File: config.mk
export PLATFORM = sky130hd
export DESIGN_NAME = led_panel_scan_ctrl
export DESIGN_NICKNAME = d
export VERILOG_FILES = /design/src/rtl/led_panel_scan_ctrl.sv
export SDC_FILE = /design/constraint.sdc
export NUM_CORES = 1
export LEC_CHECK = 0
export BUFFER_PORTS_ARGS = -buffer_cell sky130_fd_sc_hd__clkbuf_2
export CAP_MARGIN = 5
export CORE_MARGIN = 5
export CORE_UTILIZATION = 39
export DETAILED_ROUTE_END_ITERATION = 10
export PLACE_DENSITY = 0.63
export SLEW_MARGIN = 20
export SYNTH_ARGS = -nofsm -noshare
export SYNTH_HDL_FRONTEND = slang
export SYNTH_SLANG_ARGS = --single-unit
File: constraint.sdc
create_clock -name clk -period 2.1 [get_ports clk]
set_input_delay 0.63 -clock clk [delete_from_list [all_inputs] [get_ports clk]]
set_output_delay 0.63 -clock clk [all_outputs]
set_load 0.02 [all_outputs]
File: src/rtl/led_panel_scan_ctrl.sv
// Row-scan sequencer for a single-colour-bit RGB LED panel.
// Fetches one row of pixels from a framebuffer read port, shifts it into the
// column drivers, latches it, advances the external row counter and lights
// the row for a fixed on-time. All outputs are registered so the pins are
// glitch-free; the output registers are loaded from the next-state values so
// each output reflects the state of the cycle in which it is seen.
module led_panel_scan_ctrl #(
    parameter int COLS      = 32,
    parameter int ROWS      = 8,
    parameter int ON_CYCLES = 64
) (
    input  logic                            clk,
    input  logic                            reset,
    input  logic                            enable,
    output logic                            fb_rd,
    output logic [$clog2(ROWS*COLS)-1:0]    fb_addr,
    input  logic [2:0]                      fb_rgb,
    output logic                            red_out,
    output logic                            green_out,
    output logic                            blue_out,
    output logic                            sclk_out,
    output logic                            latch_out,
    output logic                            blank_out,
    output logic                            aclk_out,
    output logic                            arst_out,
    output logic [$clog2(ROWS)-1:0]         row,
    output logic                            frame_done,
    output logic                            busy
);

    localparam int RW        = $clog2(ROWS);
    localparam int CW        = $clog2(COLS);
    localparam int AW        = RW + CW;
    localparam int SHIFT_LEN = 2 + 2 * COLS;
    localparam int CNT_MAX   = (SHIFT_LEN > ON_CYCLES) ? SHIFT_LEN : ON_CYCLES;
    localparam int CNTW      = $clog2(CNT_MAX + 1);

    // Shift-phase cycle index k: k=0 and k=1 are lead-in, column c uses
    // k=2+2c (sclk low) and k=3+2c (sclk high).
    localparam logic [CNTW-1:0] SHIFT_LAST = CNTW'(SHIFT_LEN - 1);
    localparam logic [CNTW-1:0] SHOW_LAST  = CNTW'(ON_CYCLES - 1);
    localparam logic [CNTW-1:0] RD_LIMIT   = CNTW'(2 * COLS);
    localparam logic [CNTW-1:0] K_TWO      = CNTW'(2);
    localparam logic [CNTW-1:0] K_ONE      = CNTW'(1);
    localparam logic [RW-1:0]   ROW_LAST   = RW'(ROWS - 1);
    localparam logic [RW-1:0]   ROW_ONE    = RW'(1);

    typedef enum logic [2:0] {
        ST_IDLE  = 3'd0,
        ST_ARST  = 3'd1,
        ST_SHIFT = 3'd2,
        ST_LATCH = 3'd3,
        ST_SHOW  = 3'd4,
        ST_NEXT  = 3'd5
    } state_t;

    state_t          state_r;
    state_t          state_nx;
    logic [CNTW-1:0] cnt_r;
    logic [CNTW-1:0] cnt_nx;
    logic [RW-1:0]   row_nx;
    logic [CW-1:0]   col_nx;
    logic            rd_d_r;

    logic            fb_rd_nx;
    logic [AW-1:0]   fb_addr_nx;
    logic            sclk_nx;
    logic            latch_nx;
    logic            blank_nx;
    logic            aclk_nx;
    logic            arst_nx;
    logic            frame_done_nx;
    logic            busy_nx;
    logic            rgb_clr_nx;

    // Next-state, phase counter and row index sequencing.
    always_comb begin
        state_nx = state_r;
        cnt_nx   = cnt_r;
        row_nx   = row;
        case (state_r)
            ST_IDLE: begin
                cnt_nx = '0;
                row_nx = '0;
                if (enable) begin
                    state_nx = ST_ARST;
                end else begin
                    state_nx = ST_IDLE;
                end
            end
            ST_ARST: begin
                state_nx = ST_SHIFT;
                cnt_nx   = '0;
                row_nx   = '0;
            end
            ST_SHIFT: begin
                if (cnt_r == SHIFT_LAST) begin
                    state_nx = ST_LATCH;
                    cnt_nx   = '0;
                end else begin
                    cnt_nx = cnt_r + K_ONE;
                end
            end
            ST_LATCH: begin
                state_nx = ST_SHOW;
                cnt_nx   = '0;
            end
            ST_SHOW: begin
                if (cnt_r == SHOW_LAST) begin
                    state_nx = ST_NEXT;
                    cnt_nx   = '0;
                end else begin
                    cnt_nx = cnt_r + K_ONE;
                end
            end
            ST_NEXT: begin
                cnt_nx = '0;
                if (enable) begin
                    state_nx = ST_SHIFT;
                    if (row == ROW_LAST) begin
                        row_nx = '0;
                    end else begin
                        row_nx = row + ROW_ONE;
                    end
                end else begin
                    // Leaving to IDLE parks the row index at 0.
                    state_nx = ST_IDLE;
                    row_nx   = '0;
                end
            end
            default: begin
                state_nx = ST_IDLE;
                cnt_nx   = '0;
                row_nx   = '0;
            end
        endcase
    end

    // Output values for the upcoming cycle, decoded from the next state.
    always_comb begin
        fb_rd_nx      = 1'b0;
        fb_addr_nx    = '0;
        sclk_nx       = 1'b0;
        latch_nx      = 1'b0;
        blank_nx      = 1'b1;
        aclk_nx       = 1'b0;
        arst_nx       = 1'b0;
        frame_done_nx = 1'b0;
        rgb_clr_nx    = 1'b0;
        busy_nx       = (state_nx != ST_IDLE);
        // k>>1 gives column 0 for the lead-in read and c+1 in phase L of c.
        col_nx        = cnt_nx[CW:1];
        case (state_nx)
            ST_IDLE: begin
                rgb_clr_nx = 1'b1;
            end
            ST_ARST: begin
                arst_nx    = 1'b1;
                rgb_clr_nx = 1'b1;
            end
            ST_SHIFT: begin
                if (cnt_nx == '0) begin
                    fb_rd_nx = 1'b1;
                end else if (cnt_nx >= K_TWO) begin
                    if (cnt_nx[0]) begin
                        sclk_nx = 1'b1;
                    end else if (cnt_nx < RD_LIMIT) begin
                        fb_rd_nx = 1'b1;
                    end else begin
                        fb_rd_nx = 1'b0;
                    end
                end else begin
                    fb_rd_nx = 1'b0;
                end
                if (fb_rd_nx) begin
                    fb_addr_nx = {row_nx, col_nx};
                end else begin
                    fb_addr_nx = '0;
                end
            end
            ST_LATCH: begin
                latch_nx   = 1'b1;
                rgb_clr_nx = 1'b1;
            end
            ST_SHOW: begin
                blank_nx = 1'b0;
            end
            ST_NEXT: begin
                if (row_nx == ROW_LAST) begin
                    arst_nx       = 1'b1;
                    frame_done_nx = 1'b1;
                end else begin
                    aclk_nx = 1'b1;
                end
            end
            default: begin
                blank_nx = 1'b1;
            end
        endcase
    end

    // State, counters and registered control outputs.
    always_ff @(posedge clk) begin
        if (reset) begin
            state_r    <= ST_IDLE;
            cnt_r      <= '0;
            row        <= '0;
            rd_d_r     <= 1'b0;
            fb_rd      <= 1'b0;
            fb_addr    <= '0;
            sclk_out   <= 1'b0;
            latch_out  <= 1'b0;
            blank_out  <= 1'b1;
            aclk_out   <= 1'b0;
            arst_out   <= 1'b0;
            frame_done <= 1'b0;
            busy       <= 1'b0;
        end else begin
            state_r    <= state_nx;
            cnt_r      <= cnt_nx;
            row        <= row_nx;
            rd_d_r     <= fb_rd;
            fb_rd      <= fb_rd_nx;
            fb_addr    <= fb_addr_nx;
            sclk_out   <= sclk_nx;
            latch_out  <= latch_nx;
            blank_out  <= blank_nx;
            aclk_out   <= aclk_nx;
            arst_out   <= arst_nx;
            frame_done <= frame_done_nx;
            busy       <= busy_nx;
        end
    end

    // Column data: capture the pixel the cycle after each read so it
    // appears at the start of the following sclk-low phase.
    always_ff @(posedge clk) begin
        if (reset) begin
            red_out   <= 1'b0;
            green_out <= 1'b0;
            blue_out  <= 1'b0;
        end else if (rgb_clr_nx) begin
            red_out   <= 1'b0;
            green_out <= 1'b0;
            blue_out  <= 1'b0;
        end else if (rd_d_r) begin
            red_out   <= fb_rgb[2];
            green_out <= fb_rgb[1];
            blue_out  <= fb_rgb[0];
        end else begin
            red_out   <= red_out;
            green_out <= green_out;
            blue_out  <= blue_out;
        end
    end

endmodule

==> results.md <==
* Synth async-reset ratio at 0
* Slew Limit Fails at 0
* Setup Skew at around 0.0038 ns
* Internal Power at roughly 0.84 mW
* Synthesized Nets at between 150 and 200
* Total Routed Length at 2.98 mm
* # hold bufs at CTS at 0
* Worst Min Path Start: fb_rd$_SDFF_PP0_
* Run status: completed
* CTS tree: yes
* Seq cells post-synth at 33
* Met1 Wirelength at ~1.3 mm
* Arr. time, crit path at 2.24 ns
* Clock Tree Buf Depth at 2
* Pin count of the biggest net entering global routing at 14
* Starting density of the core at 0.414
* Final period utilization at 0.935
* WS Path Type: reg2reg
* Cells after DPL at 223
* TritonCTS buffer count at 5
* Area occupied by multi-input gates at 701 µm²
* Hold crit path type: reg2reg
* Tmin final at around 2.0 ns
* Post-Syn Area at between 1000 and 1500 µm²
* Final cell count without fillers at between 200 and 250
* CTS Sinks at 33
* Synth warn at 0
* Chip height at 70.2 µm
* Synth top cells by count: dfxtp_1, nor2_1, nand3_1, a21oi_1, nand2_1
* Yosys top cell by area: dfxtp_1
* PortBufs at 27
* Power, Total at approximately 1.1 mW
* # setup viols final at 0
* CP Data Required Time at about 2.4 ns
* Setup Fix Bufs, Post-CTS at 0
* Clock latency on the worst-skew pair at 0.32 ns
* Worst-path clk slew at roughly 0.090 ns
* Final #Nets at between 150 and 200
* Max Used Layer: met4
* Vias per cell at between 5 and 6
* First-pass iteration count of the detailed router at 4
* Sw frac at 0.240
* Avg Cell Area, Syn at between 9 and 10 µm²
* Main area contributors after synthesis: dfxtp_1, nor2_1, mux2i_1
* Final WS setup at 0.136 ns
* Crit Path Max Fanout at 6
* Number of global-route vias before repair at roughly 1100
* Sequential share of the synthesized area at 0.467
* Seq. cell area at 661 µm²
* Drt initial violations at 56
* Top-area cell type share of the netlist area at 0.467
* Clock group share of total power at 0.311
* Comb pwr share at 0.097
* Synth unique cells at 40
* Share of layout cells above drive strength 1 at 0.217
* Worst Setup Start Kind: flip-flop
* RSZ-0062 raised after global routing: no
* DRC at 0
* Vias at between 1000 and 1500
* Post-Layout Inst Area at about 1600 µm²
* Sw power at ~0.27 mW
* DR WL met2 at 1.44 mm
* Core area at 3420 µm²
* Met3 WL at approximately 170 µm
* Final ANT Viol Nets at 0
* Dpl ws at 0.149 ns
* Setup TNS at 0 ns
* Setup crit end kind: flip-flop
* # rows at 21
* Max-Cap Viols at 0
* Overall die width at between 70 and 80 µm
* Worst slew margin at 0.634
* Antenna diodes at 0
* Fillers at around 350
* Ys flop type: dfxtp_1
* Tot GR Track Use at 0.126
* Post-DP HPWL at about 2.3 mm
* Initial antenna violation count at 0
* Most common cell in the synthesized netlist: dfxtp_1
* Worst reg2reg startpoint: cnt_r[0]$_SDFF_PP0_
* Wirelength per Cell at ~13 µm
* Fmax at roughly 0.5 GHz
* Final hold violation count at 0
* Leak Pwr at 0.666 nW
* Htree depth at 2
* P&R area growth vs syn at 16.5%
* First-pass GRT wire length at roughly 4.9 mm
* Post_cts resized at 0
* CTS Root Cell: clkbuf_4
* I/O pin count at 28
* CP Launch Point: cnt_r[0]$_SDFF_PP0_
* Die area at slightly below 5000 µm²
* Slew @ Worst Pin at 0.542 ns
* Pwr per Cell Area at just under 700 nW/µm²
* Max VDD drop at around 400 µV
* Placer Congestion at approximately 0.83
* Sequential share of power at 0.592
* GRT overflow at 0
* Syn Inst Count at between 150 and 200
* Post-synth EDFFs at 0
* Placed Area at ~1600 µm²
-- layout make-up --
type | count | share of cell area
multi-input cells | 111 | 0.426
flip-flops and latches | 33 | 0.401
repair buffers | 31 | 0.100
well taps | 46 | 0.0350
clock buffers | 7 | 0.0334
inverters | 2 | 0.00456
-- power by group through the flow --
stage,clock network (mW),logic [mW],registers (mW)
4_1_cts,0.363,0.108,0.658
3_3_place_gp,0,0.107,0.672
2_1_floorplan,0,0.0733,0.670
5_1_grt,0.390,0.120,0.661
6_report,0.346,0.107,0.658
3_5_place_dp,0,0.108,0.673
-- worst max-delay path, cell delays in order, from the launching register on --
cell	delay [ns]
dfxtp_1	0.42
ha_1	0.27
nand3_1	0.14
or4_1	0.56
a31oi_2	0.24
and2b_1	0.16
o31a_1	0.13
-- metrics by stage --
stage	hold WS, ns	utilization
finish	0.473	0.482
global route	0.487	0.482
floorplan	0.541	-
global placement	0.458	0.466
CTS	0.477	0.482
detailed placement	0.465	0.466
-- final timing paths --
kind / to / cells after the start / slack [ns]
max: arst_out$_SDFF_PP0_ / 6 / 0.14
min: rd_d_r$_SDFF_PP0_ / 1 / 0.47
max reg2reg: arst_out$_SDFF_PP0_ / 6 / 0.14
min reg2reg: rd_d_r$_SDFF_PP0_ / 1 / 0.47
-- cells in the final DEF, fill, tap and decap left out, types with 2 or more instances in the layout --
master | Yosys | final
dfxtp_1 | 33 | 33
nor2_1 | 29 | 29
clkbuf_2 | 0 | 27
nand3_1 | 8 | 8
nand2_1 | 7 | 7
a21oi_1 | 7 | 7
mux2i_1 | 6 | 6
nand2b_1 | 5 | 5
nor2b_1 | 5 | 5
clkbuf_4 | 0 | 5
xor2_1 | 4 | 4
nor3_1 | 4 | 4
ha_1 | 4 | 4
buf_4 | 2 | 4
o21ai_0 | 3 | 3
nor4_1 | 3 | 3
and2_1 | 3 | 3
inv_1 | 2 | 2
a21o_1 | 2 | 2
-- state kept, by name, indices dropped and copies added (netlist names), 3 cells and up --
signal / count
fb_addr: 8
state_r: 3
row: 3
cnt_r: 7
-- routing by layer --
metal,vias to the layer above,track usage
met1,531,0.135
met4,0,0.0702
met2,31,0.209
met3,12,0.0531
met5,-,0
li1,597,-
-- logic make-up (layout without fill, tap and decap cells) --
logic type               Yosys count  after routing  share of synthesized area
adder cells (fa/ha/maj)            4              4                     0.0354
multiplexers                       6              6                     0.0425
buffers and inverters             11             40                     0.0372
XOR/XNOR                           5              5                     0.0310
AND/OR/NAND/NOR                   74             74                      0.280
AO/OA/AOI/OAI                     22             22                      0.107
flip-flops                        33             33                      0.467
Note: power is estimated with default switching activity, not from simulation.
